===== src/rtl/fwd_sel_if.sv =====
// ID-to-EX hazard/forwarding bundle: ID fields, freeze/squash controls, stall and EX-slot state.
// The slave modport is the controller; master is the pipeline side driving ID.
interface fwd_sel_if #(
  parameter int REG_ADDR_W = 5
);
  logic                  id_valid;
  logic [REG_ADDR_W-1:0] id_rs;
  logic [REG_ADDR_W-1:0] id_rt;
  logic                  id_uses_rt;
  logic [REG_ADDR_W-1:0] id_rd;
  logic                  id_reg_write;
  logic                  id_mem_read;
  logic                  ext_stall;
  logic                  flush;
  logic                  stall_o;
  logic [1:0]            sel_a;
  logic [1:0]            sel_b;
  logic                  ex_valid;
  logic [REG_ADDR_W-1:0] ex_rd;
  logic                  ex_reg_write;

  modport master (
    output id_valid, id_rs, id_rt, id_uses_rt, id_rd, id_reg_write, id_mem_read,
    output ext_stall, flush,
    input  stall_o, sel_a, sel_b, ex_valid, ex_rd, ex_reg_write
  );

  modport slave (
    input  id_valid, id_rs, id_rt, id_uses_rt, id_rd, id_reg_write, id_mem_read,
    input  ext_stall, flush,
    output stall_o, sel_a, sel_b, ex_valid, ex_rd, ex_reg_write
  );
endinterface


===== src/rtl/fwd_sel_pipe.sv =====
// EX operand-mux select/forwarding controller with load-use stall FSM; sel/EX registered (1 cycle), stall_o combinational.
// ext_stall freezes all state, flush squashes ID and aborts a stall; FWD_STATS_EN adds fwd/stall counters.
module fwd_sel_pipe #(
  parameter int REG_ADDR_W        = 5,
  parameter int LOAD_STALL_CYCLES = 2,
  parameter int CNT_W             = 16
) (
  input  logic             Clk,
  input  logic             Rst_n,
  fwd_sel_if.slave         io
`ifdef FWD_STATS_EN
  ,
  output logic [CNT_W-1:0] fwd_count,
  output logic [CNT_W-1:0] stall_count
`endif
);

  typedef enum logic {RUN, STALL} state_e;

  localparam logic [1:0] SEL_REG  = 2'b00;
  localparam logic [1:0] SEL_FWD  = 2'b01;
  localparam logic [1:0] SEL_ZERO = 2'b10;
  localparam logic [1:0] CNT_INIT = (LOAD_STALL_CYCLES > 1) ? 2'(LOAD_STALL_CYCLES - 2) : 2'd0;

  state_e                state_q, state_d;
  logic [1:0]            cnt_q, cnt_d;
  logic                  ex_valid_q, ex_valid_d;
  logic [REG_ADDR_W-1:0] ex_rd_q, ex_rd_d;
  logic                  ex_reg_write_q, ex_reg_write_d;
  logic                  ex_mem_read_q, ex_mem_read_d;
  logic [1:0]            sel_a_q, sel_a_d;
  logic [1:0]            sel_b_q, sel_b_d;

  logic                  ld_use;
  logic                  stall;
  logic                  take_id;
  logic                  make_bubble;
  logic [1:0]            fwd_a;
  logic [1:0]            fwd_b;

  assign ld_use = io.id_valid && ex_valid_q && ex_mem_read_q && (ex_rd_q != '0) &&
                  ((ex_rd_q == io.id_rs) || (io.id_uses_rt && (ex_rd_q == io.id_rt)));
  assign stall  = !io.flush && ((state_q == STALL) || ((state_q == RUN) && ld_use));

  // The instruction currently in EX moves to MEM at this edge, so it is the forwarding source.
  always_comb begin
    fwd_a = SEL_REG;
    fwd_b = SEL_REG;
    if (io.id_rs == '0) begin
      fwd_a = SEL_ZERO;
    end else if (ex_valid_q && ex_reg_write_q && (ex_rd_q == io.id_rs)) begin
      fwd_a = SEL_FWD;
    end
    if (!io.id_uses_rt) begin
      fwd_b = SEL_REG;
    end else if (io.id_rt == '0) begin
      fwd_b = SEL_ZERO;
    end else if (ex_valid_q && ex_reg_write_q && (ex_rd_q == io.id_rt)) begin
      fwd_b = SEL_FWD;
    end
  end

  always_comb begin
    state_d        = state_q;
    cnt_d          = cnt_q;
    ex_valid_d     = ex_valid_q;
    ex_rd_d        = ex_rd_q;
    ex_reg_write_d = ex_reg_write_q;
    ex_mem_read_d  = ex_mem_read_q;
    sel_a_d        = sel_a_q;
    sel_b_d        = sel_b_q;
    take_id        = 1'b0;
    make_bubble    = 1'b0;

    if (io.flush) begin
      make_bubble = 1'b1;
      state_d     = RUN;
      cnt_d       = 2'd0;
    end else if (!io.ext_stall) begin
      if (stall) begin
        make_bubble = 1'b1;
        if (state_q == RUN) begin
          // A single-cycle stall needs no FSM state: the bubble itself clears ld_use.
          if (LOAD_STALL_CYCLES > 1) begin
            state_d = STALL;
            cnt_d   = CNT_INIT;
          end
        end else if (cnt_q == 2'd0) begin
          state_d = RUN;
        end else begin
          cnt_d = cnt_q - 2'd1;
        end
      end else if (io.id_valid) begin
        take_id = 1'b1;
      end else begin
        make_bubble = 1'b1;
      end
    end

    if (make_bubble) begin
      ex_valid_d     = 1'b0;
      ex_rd_d        = '0;
      ex_reg_write_d = 1'b0;
      ex_mem_read_d  = 1'b0;
      sel_a_d        = SEL_ZERO;
      sel_b_d        = SEL_ZERO;
    end else if (take_id) begin
      ex_valid_d     = 1'b1;
      ex_rd_d        = io.id_rd;
      ex_reg_write_d = io.id_reg_write;
      ex_mem_read_d  = io.id_mem_read;
      sel_a_d        = fwd_a;
      sel_b_d        = fwd_b;
    end
  end

  always_ff @(posedge Clk or negedge Rst_n) begin
    if (!Rst_n) begin
      state_q        <= RUN;
      cnt_q          <= 2'd0;
      ex_valid_q     <= 1'b0;
      ex_rd_q        <= '0;
      ex_reg_write_q <= 1'b0;
      ex_mem_read_q  <= 1'b0;
      sel_a_q        <= SEL_ZERO;
      sel_b_q        <= SEL_ZERO;
    end else begin
      state_q        <= state_d;
      cnt_q          <= cnt_d;
      ex_valid_q     <= ex_valid_d;
      ex_rd_q        <= ex_rd_d;
      ex_reg_write_q <= ex_reg_write_d;
      ex_mem_read_q  <= ex_mem_read_d;
      sel_a_q        <= sel_a_d;
      sel_b_q        <= sel_b_d;
    end
  end

  assign io.stall_o      = stall;
  assign io.sel_a        = sel_a_q;
  assign io.sel_b        = sel_b_q;
  assign io.ex_valid     = ex_valid_q;
  assign io.ex_rd        = ex_rd_q;
  assign io.ex_reg_write = ex_reg_write_q;

`ifdef FWD_STATS_EN
  localparam logic [CNT_W-1:0] CNT_ONE = 1;

  logic [CNT_W-1:0] fwd_cnt_q, fwd_cnt_d;
  logic [CNT_W-1:0] stall_cnt_q, stall_cnt_d;

  // take_id already excludes ext_stall and flush cycles, so both counters hold on a freeze.
  always_comb begin
    fwd_cnt_d   = fwd_cnt_q;
    stall_cnt_d = stall_cnt_q;
    if (take_id && ((fwd_a == SEL_FWD) || (fwd_b == SEL_FWD)) && !(&fwd_cnt_q)) begin
      fwd_cnt_d = fwd_cnt_q + CNT_ONE;
    end
    if (stall && !io.ext_stall && !(&stall_cnt_q)) begin
      stall_cnt_d = stall_cnt_q + CNT_ONE;
    end
  end

  always_ff @(posedge Clk or negedge Rst_n) begin
    if (!Rst_n) begin
      fwd_cnt_q   <= '0;
      stall_cnt_q <= '0;
    end else begin
      fwd_cnt_q   <= fwd_cnt_d;
      stall_cnt_q <= stall_cnt_d;
    end
  end

  assign fwd_count   = fwd_cnt_q;
  assign stall_count = stall_cnt_q;
`endif

endmodule


===== src/flat_wrapper.sv =====
// flat-port wrapper written by rule: the top's interface ports become plain ports
module fwd_sel_pipe_flat 
#(
  parameter int REG_ADDR_W        = 5,
  parameter int LOAD_STALL_CYCLES = 2,
  parameter int CNT_W             = 16
)
  (Clk, Rst_n, io_id_valid, io_id_rs, io_id_rt, io_id_uses_rt, io_id_rd, io_id_reg_write, io_id_mem_read, io_ext_stall, io_flush, io_stall_o, io_sel_a, io_sel_b, io_ex_valid, io_ex_rd, io_ex_reg_write);
  fwd_sel_if #(.REG_ADDR_W(REG_ADDR_W)) io_i ();
  input  logic Clk;
  input  logic Rst_n;
  input wire logic [$bits(io_i.id_valid)-1:0] io_id_valid;
  input wire logic [$bits(io_i.id_rs)-1:0] io_id_rs;
  input wire logic [$bits(io_i.id_rt)-1:0] io_id_rt;
  input wire logic [$bits(io_i.id_uses_rt)-1:0] io_id_uses_rt;
  input wire logic [$bits(io_i.id_rd)-1:0] io_id_rd;
  input wire logic [$bits(io_i.id_reg_write)-1:0] io_id_reg_write;
  input wire logic [$bits(io_i.id_mem_read)-1:0] io_id_mem_read;
  input wire logic [$bits(io_i.ext_stall)-1:0] io_ext_stall;
  input wire logic [$bits(io_i.flush)-1:0] io_flush;
  output wire logic [$bits(io_i.stall_o)-1:0] io_stall_o;
  output wire logic [$bits(io_i.sel_a)-1:0] io_sel_a;
  output wire logic [$bits(io_i.sel_b)-1:0] io_sel_b;
  output wire logic [$bits(io_i.ex_valid)-1:0] io_ex_valid;
  output wire logic [$bits(io_i.ex_rd)-1:0] io_ex_rd;
  output wire logic [$bits(io_i.ex_reg_write)-1:0] io_ex_reg_write;
  assign io_i.id_valid = io_id_valid;
  assign io_i.id_rs = io_id_rs;
  assign io_i.id_rt = io_id_rt;
  assign io_i.id_uses_rt = io_id_uses_rt;
  assign io_i.id_rd = io_id_rd;
  assign io_i.id_reg_write = io_id_reg_write;
  assign io_i.id_mem_read = io_id_mem_read;
  assign io_i.ext_stall = io_ext_stall;
  assign io_i.flush = io_flush;
  assign io_stall_o = io_i.stall_o;
  assign io_sel_a = io_i.sel_a;
  assign io_sel_b = io_i.sel_b;
  assign io_ex_valid = io_i.ex_valid;
  assign io_ex_rd = io_i.ex_rd;
  assign io_ex_reg_write = io_i.ex_reg_write;
  fwd_sel_pipe #(.REG_ADDR_W(REG_ADDR_W), .LOAD_STALL_CYCLES(LOAD_STALL_CYCLES), .CNT_W(CNT_W)) u_core (.Clk(Clk), .Rst_n(Rst_n), .io(io_i));
endmodule

===== config.mk =====
export PLATFORM = sky130hd
export DESIGN_NAME = fwd_sel_pipe_flat
export DESIGN_NICKNAME = d
export VERILOG_FILES = /design/src/rtl/fwd_sel_if.sv /design/src/rtl/fwd_sel_pipe.sv /design/src/flat_wrapper.sv
export SDC_FILE = /design/constraint.sdc
export NUM_CORES = 1
export LEC_CHECK = 0
export CORE_MARGIN = 4
export CORE_UTILIZATION = 43
export CTS_CLUSTER_DIAMETER = 200
export DETAILED_ROUTE_END_ITERATION = 6
export PLACE_DENSITY = 0.83
export SLEW_MARGIN = 20
export SYNTH_ARGS = -nofsm -noshare
export SYNTH_HDL_FRONTEND = slang
export SYNTH_SLANG_ARGS = --single-unit

===== constraint.sdc =====
create_clock -name Clk -period 6.7 [get_ports Clk]
set_clock_uncertainty 0.05 [all_clocks]
set_input_delay 2.01 -clock Clk [delete_from_list [all_inputs] [get_ports Clk]]
set_output_delay 2.01 -clock Clk [all_outputs]
set_load 0.02 [all_outputs]

# Yosys cells after proc, flatten, opt, wreduce, memory -nomap -nowiden
# Cells that the tools add are included.
# Widths: inputs -> output; s select.
classes:
  n_addsub: 1
  mul: 0
  div: 0
  n_lt_le_gt_ge: 0
  eq_ne: 4
  shifts: 0
  mux: 35
  bitwise: 1
  reduce_logical: 21
op_table:
  columns: ["operator", "count"]
  rows:
  - ["$mux 2", 12]
  - ["$mux 1", 21]
  - ["$eq 5x5->1", 2]
  - ["$logic_and 1x1->1", 10]
  - ["$logic_not 5->1", 2]
  - ["$mux 5", 2]
  - ["$reduce_bool 5->1", 1]
  - ["$reduce_bool 2->1", 2]
  - ["$ne 3x3->1 const B", 1]
  - ["$reduce_and 3->1", 1]
  - ["$logic_not 2->1", 1]
  - ["$logic_or 1x1->1", 2]
  - ["$ne 2x1->1 const B", 1]
  - ["$reduce_and 2->1", 1]
  - ["$sub 2x1->2 const B", 1]
  - ["$logic_not 1->1", 1]
  - ["$not 1->1", 1]
totals:
  ff_bits: 15
  latch_bits: 0
  mem_bits_rw: 0
  romBits: 0
  inputBits: 23
  output_inout_bits: 12
  word_cells: 70
  mem_count: 0

# Longest topological paths before layout
# Gate-level depths: netlist of the first run.
logic_depth:
  depth_word: 12
  mapped_depth: 6
  mapped_depth_nobuf: 6

# Worst setup path before layout of the first run
# OpenSTA, ideal clock, no wires.
synth_path:
  kind: "in2out"
  start: "input io_id_rt[4]"
  end: "output io_stall_o"
  arrival_time_ns: 3.040
  required_ns: 4.640
  slack_ns: 1.600
  path_stages: 5
  n_path_buf: 0
  path_cell_list: "xor2_1 nor4_1 nand3_1 a21oi_2 o21a_1"
synth_via:
  elab_chain_cells: 7
synth_rtl:
  columns: ["element", "line", "source"]
  rows:
  - ["from (decl)", "flat_wrapper.sv:14", "input wire logic [$bits(io_i.id_rt)-1:0] io_id_rt;"]
  - ["$eq 5x5->1", "fwd_sel_pipe.sv:42", "((ex_rd_q == io.id_rs) || (io.id_uses_rt && (ex_rd_q == io.id_rt)));"]
  - ["$logic_and 1x1->1", "fwd_sel_pipe.sv:42", null]
  - ["$logic_or 1x1->1", "fwd_sel_pipe.sv:42", null]
  - ["$logic_and 1x1->1", "fwd_sel_pipe.sv:41", "assign ld_use = io.id_valid && ex_valid_q && ex_mem_read_q && (ex_rd_q != '0) &&"]
  - ["$logic_and 1x1->1", "fwd_sel_pipe.sv:43", "assign stall = !io.flush && ((state_q == STALL) || ((state_q == RUN) && ld_use));"]
  - ["$logic_or 1x1->1", "fwd_sel_pipe.sv:43", null]
  - ["$logic_and 1x1->1", "fwd_sel_pipe.sv:43", null]
  - ["to (decl)", "flat_wrapper.sv:21", "output wire logic [$bits(io_i.stall_o)-1:0] io_stall_o;"]
# No other way between the ends.

# Worst setup path after layout of the first run
layout_path:
  start: "input io_id_rt[1]"
  end: "output io_stall_o"
# The elaborated chain is that of the path after synthesis.

==> metrics.txt, run 1 <==
min cycle time layout 6190 ps; Seq/Total Area, Yosys 0.454; logic gate share of total power 0.201; Lkg Pwr 0.492 nW; syn avg cell area 10.1 um^2; YS warnings 0; vias in the first global route 817; Hold Path Class flip-flop to flip-flop; crit-path max FO 5; full die area 0.00270 mm^2; Die H 52.0 um; RR Endpoint u_core.ex_mem_read_q; clk slew on worst S/H paths about 80 ps; Slew Limit Headroom 0.503; R2R Setup Slk between 4000 and 5000 ps; worst hold slack 443 ps; Ports 35; dpl cells between 100 and 150; most numerous cell in the Yosys netlist dfrtp_1; outcome finished clean; worst min-delay path startpoint u_core.io.sel_b[0]; # diodes 0; initial antenna violation count 0; Yosys reg bits 15; Reg-to-Reg Start u_core.io.ex_rd[4]; Cell variety after synth 32; CTS Hold Buffers Added 0; synth-to-layout area growth 46.6%; R2R depth 5; RSZ-0062 raised after global routing false; WL final 2230 um; GPL Wtd Cong 0.829; synth top area cells dfrtp_1, a32o_1, xor2_1, dfstp_2, xnor2_1; top post-synthesis cells by count dfrtp_1, a32o_1, xor2_1; max-slew violation count 0; P per Cell Area between 150 and 200 mW/mm^2; area occupied by multi-input gates between 400 and 500 um^2; peak supply drop around 0.0001 V; Max Freq between 150 and 200 MHz; clock sink count 15; final setup vio count 0; Fillers 160; CTS max path bufs 2; Core Util, Final 0.684; CP Class primary input to output pin; Pre-antenna DRT Iters 4; Startpoint Class primary input; drt via density 5.65; Synth Cell Area 832 um^2; non-filler cells, final 142; Critical Path RT 4640 ps; Worst Max-Slew Pin Slew 744 ps; Crit path arrival time between 4000 and 5000 ps; row cnt 15; drt drc 0; PortBufs 34; Root Buffer clkbuf_4; GRT Total Usage 0.195; first-pass GRT wire length around 3800 um; H-tree levels 1; Min-Delay Endpoint u_core.io.sel_b[0]; nets ~140; post-synth top area share 0.391; predominant post-synthesis flop cell dfrtp_1; Final Hold Viols 0; Seq. cell area 378 um^2; WL/cell between 15 and 20 um; largest net degree at the start of global routing 16; Num CTS Buffers 3; EDFF count, synth 0; setup bufs post-CTS 0; Max-cap violations 0; share of layout cells above drive strength 1 0.0769; Cells after Synth 82; switch share 0.255; core area 0.00178 mm^2; Fin Setup TNS 0 ps; Syn Nets ~110; Sw Pwr between 40 and 50 uW; kind of end point of the critical path output pin; hold path depth 2; CTS tree yes; Clock Latency Late Sink between 200 and 300 ps; clock power share 0.273; Reg power frac 0.526; dpl hpwl roughly 1800 um; post-route antenna net violation count 0; post-synth top area cell dfrtp_1; final period utilization 0.924; Die Span X just over 50 um; remaining global-route overflow 0; Via Count approximately 800; First DRT Iteration DRCs 28; internal power roughly 140 uW; post-CTS sizing 0; FFs w/ async S/R, synth 1.00; Starting Density 0.467
==> worst max-delay path, stage by stage <==
cell and delay [ps]:
clkdlybuf4s50_1 440, xor2_1 180, nor4_1 260, nand3_1 240
a21oi_2 270, o21a_1 130, clkdlybuf4s50_1 590
==> area by class of cell <==
class,instances,share of cell area
Multi-Input combinational cell,61,0.354
Clock inverter,1,0.00410
Sequential cell,15,0.310
Tap cell,25,0.0256
Timing Repair Buffer,34,0.279
Clock buffer,3,0.0185
Inverter,3,0.00923
==> routing by layer <==
layer,track usage,wire length [um],share of wire
met2,0.343,1230,0.55
met4,0.0786,47,0.021
met1,0.218,841,0.38
met3,0.0544,113,0.051
met5,0,0,0
==> cells in the final DEF, fill, tap and decap left out, types with 3 or more instances in the layout <==
master / Yosys / layout
clkbuf_4: 0 / 3
nor2_1: 5 / 5
dfrtp_1: 13 / 13
clkdlybuf4s50_1: 0 / 34
xor2_1: 7 / 7
xnor2_1: 4 / 4
a32o_1: 8 / 8
nand2_1: 6 / 6
nand3_1: 4 / 4
inv_1: 3 / 3
==> metrics by stage <==
step / total power, mW / setup WS, ps / cell area (um^2)
2_1_floorplan: 0.112 / 1600 / 832
3_3_place_gp: 0.135 / 569 / 1190
3_5_place_dp: 0.136 / 509 / 1190
4_1_cts: 0.187 / 502 / 1220
5_1_grt: 0.194 / 339 / 1220
6_report: 0.184 / 506 / 1220
==> power by group through the flow <==
stage                     registers, mW  clock network, mW  logic, mW
after detailed placement         0.0985                  0     0.0371
after floorplan                   0.101                  0     0.0110
after global placement           0.0984                  0     0.0364
final                            0.0967             0.0502     0.0370
after CTS                        0.0967             0.0527     0.0372
after global routing             0.0971             0.0571     0.0401
==> state kept, by name, indices dropped and copies added, names as in the netlist <==
register / count
u_core.io.ex_rd: 5
u_core.cnt_q: 2
u_core.io.ex_valid: 1
u_core.io.sel_a: 2
u_core.io.sel_b: 2
u_core.io.ex_reg_write: 1
u_core.state_q: 1
u_core.ex_mem_read_q: 1
==> how the worst max path moves through the flow <==
stage,start,end,cells past startpoint
after floorplan,io_id_rt[4],io_stall_o,5
after global placement,io_id_rt[4],io_stall_o,7
after detailed placement,io_id_rt[1],io_stall_o,7
after CTS,io_id_rt[1],io_stall_o,7
after global routing,io_id_rt[1],io_stall_o,7
final,io_id_rt[1],io_stall_o,7
==> logic make-up (layout without fill, tap and decap cells) <==
kind of cell	after synthesis	in the layout	synth area share
AO/OA/AOI/OAI	21	21	0.214
XOR/XNOR	11	11	0.116
adder cells (fa/ha/maj)	1	1	0.0150
buffers and inverters	6	41	0.0271
flip-flops	15	15	0.454
AND/OR/NAND/NOR	28	28	0.174
Note: power is estimated with default switching activity, not from simulation.
==> run 2, diff against run 1 <==
--- a/config.mk
+++ b/config.mk
@@ -5,12 +5,13 @@
 export SDC_FILE = /design/constraint.sdc
 export NUM_CORES = 1
 export LEC_CHECK = 0
+export ABC_AREA = 1
 export CORE_MARGIN = 4
 export CORE_UTILIZATION = 43
 export CTS_CLUSTER_DIAMETER = 200
 export DETAILED_ROUTE_END_ITERATION = 6
-export PLACE_DENSITY = 0.83
-export SLEW_MARGIN = 20
+export PLACE_DENSITY = 0.78
+export SLEW_MARGIN = 5
 export SYNTH_ARGS = -nofsm -noshare
 export SYNTH_HDL_FRONTEND = slang
 export SYNTH_SLANG_ARGS = --single-unit
==> run 2 against run 1 <==
Effect of this change: non-clock buffer count stayed put; sequential share of layout area is 4.7 points lower; synthesized cell count increased by 77%; total power rose by 5.9%; final area grew 18%; maximum frequency increased by 3.6%; clock power increased by 6.0%; count of clock-buffer cells in the layout stayed put; register-to-register slack gained 430 ps; sequential cell count unchanged; worst hold slack worse by 6.0 ps; first-iteration DRC count down 32%; largest cell class unchanged.
==> metrics.txt, run 2 <==
outcome finished clean; share of layout cells above drive strength 1 0.192 (+0.115); Pre-antenna DRT Iters 4 (unchanged); Via Count 999 (+24%); Starting Density 0.462 (-0.00496); syn avg cell area 7.18 um^2 (-29%); max-slew violation count 0 (unchanged); Lkg Pwr 0.709 nW (+44%); GRT Total Usage 0.166 (-0.0286); vias in the first global route 981 (+20%); Max-cap violations 0 (unchanged); First DRT Iteration DRCs 19 (-32%); H-tree levels 1 (unchanged); min cycle time layout 5980 ps (-217 ps); clock sink count 15 (unchanged); commonest non-fill, non-tap cells in the layout nand2_1, clkdlybuf4s50_1, inv_1, dfrtp_1, nand3_2; full die area 0.00327 mm^2 (+21%); EDFF count, synth 0 (unchanged); CP Class primary input to output pin; Slew Limit Headroom 0.336 (-0.166); setup bufs post-CTS 0 (unchanged); GPL Wtd Cong 0.927 (+12%); CTS Hold Buffers Added 0 (unchanged); remaining global-route overflow 0 (unchanged); peak supply drop 0.000119 V (+20%); Syn Nets 169 (+59%); Largest register FFs 5 (unchanged); CP max-delay cell clkdlybuf4s50_1; commonest non-fill, non-tap cell in the layout nand2_1; post-route antenna net violation count 0 (unchanged); Die Span X 57.2 um (+10%); synth top area cells dfrtp_1, nand2_1, nand3_2, inv_1, dfstp_2; Cell variety after synth 22 (-31%); post-synth top area cell dfrtp_1; dpl hpwl 2030 um (+11%); Num CTS Buffers 3 (unchanged); P per Cell Area 136 mW/mm^2 (-10%); CTS max path bufs 2 (unchanged); predominant post-synthesis flop cell dfrtp_1; logic gate share of total power 0.230 (+0.029); Reg power frac 0.497 (-0.029); Fin Setup TNS 0 ps (unchanged); Sw Pwr 56.3 uW (+20%); Critical Path Max Stage Delay 600 ps (about the same); Die H 57.2 um (+10%); Cells after Synth 145 (+77%); critical-path cell list clkdlybuf4s50_1 > inv_1 > nand2_1 > nand2_1 > nor2_1 > nand3_2 > nand2_2 > nand2_4 > nand2_8 > inv_8 > nor2_2 > clkdlybuf4s50_1; RSZ-0062 raised after global routing false; synth-to-layout area growth 38.0%; top post-synthesis cells by count nand2_1, inv_1, dfrtp_1; drt via density 4.76 (-16%); clock power share 0.273 (about the same); Worst Max-Slew Pin Slew 992 ps (+248 ps); Hold Path Class flip-flop to flip-flop; CTS tree yes; clk slew on worst S/H paths 100 ps (+20 ps); Final Hold Viols 0 (unchanged); largest net degree at the start of global routing 16 (unchanged); worst hold slack 437 ps (-5.96 ps); crit-path max FO 10 (+5); most numerous cell in the Yosys netlist nand2_1; nets 207 (+46%); Root Buffer clkbuf_4; FFs w/ async S/R, synth 1.00 (unchanged); internal power 138 uW (+1.0%); post-synth top area share 0.313 (-0.0785); Crit path arrival time 3920 ps (-210 ps); drt drc 0 (unchanged); WL/cell 12.1 um (-23%); Startpoint Class primary input; Ports 35 (unchanged); Synth Cell Area 0.00104 mm^2 (+25%); kind of end point of the critical path output pin; YS warnings 0 (unchanged); row cnt 17 (+2); Clock Latency Late Sink 300 ps (+20 ps); Yosys reg bits 15 (unchanged); initial antenna violation count 0 (unchanged); WL final 2550 um (+14%); final setup vio count 0 (unchanged); PortBufs 34 (unchanged); Seq/Total Area, Yosys 0.363 (-0.0912); post-CTS sizing 0 (unchanged); final period utilization 0.892 (-0.0323); core area 0.00225 mm^2 (+26%); first-pass GRT wire length 4210 um (+11%); # diodes 0 (unchanged); Critical Path RT 4640 ps (about the same); Max Freq 167 MHz (+3.6%); switch share 0.289 (+0.0339)
run 2: cell types whose count changed in the layout (fill, tap and decap cells not counted), moves of 6 or more:
cell | previous run | this run
nand3_2 | 0 | 12
inv_1 | 3 | 19
xor2_1 | 7 | 0
nand2_1 | 6 | 52
inv_2 | 0 | 6
a32o_1 | 8 | 0
run 2: power groups by stage:
stage	combinational (mW)	clock (mW)	sequential, mW
after floorplan	0.0169	0	0.101
after global placement	0.0442	0	0.0985
after detailed placement	0.0447	0	0.0985
after CTS	0.0451	0.0564	0.0968
after global routing	0.0491	0.0590	0.0973
final	0.0447	0.0532	0.0968
run 2: critical path, delay by kind of cell:
kind,cells,cell delay (ps)
AND/OR/NAND/NOR,8,700
buffers and inverters,4,1220
run 2: area by class of cell:
cell class                 instances  area [um^2]
tap                               28         35.0
multi-input combinational        103          551
timing repair buffer              34          340
sequential                        15          378
fill                             211          818
inverter                          26          105
clock inverter                     1         5.00
clock buffer                       3         22.5
run 2: final timing paths:
check,from,to,slack [ps],cells past startpoint
setup / recovery,io_id_rs[3],io_stall_o,720,12
hold / removal,u_core.cnt_q[1],u_core.cnt_q[1],440,2
setup reg to reg,u_core.io.ex_rd[0],u_core.io.ex_rd[3],5240,11
hold reg to reg,u_core.cnt_q[1],u_core.cnt_q[1],440,2
max in group asynchronous,Rst_n,u_core.io.ex_reg_write,4110,1
min in group asynchronous,Rst_n,u_core.io.ex_rd[1],2060,1
run 2: per-stage QoR:
stage               area [um^2]  power [mW]  instances  utilization  setup WS [ps]
detailed placement         1410       0.143        206        0.625            732
floorplan                  1040       0.118        145            -           1820
finish                     1440       0.195        210        0.637            723
global placement           1410       0.143        206        0.625            768
global route               1440       0.205        210        0.637            596
CTS                        1440       0.198        210        0.637            720
run 2: cell families after synthesis:
family	Yosys count	synth area share
buffers and inverters	27	0.108
AND/OR/NAND/NOR	96	0.482
flip-flops	15	0.363
AO/OA/AOI/OAI	5	0.0264
XOR/XNOR	1	0.00841
adder cells (fa/ha/maj)	1	0.0120
run 2: layer usage:
layer / up-vias / GRT usage / part of all wire
li1: 518 / - / -
met1: 449 / 0.197 / 0.45
met2: 26 / 0.269 / 0.46
met3: 6 / 0.0249 / 0.046
met4: 0 / 0.126 / 0.038
met5: - / 0 / 0
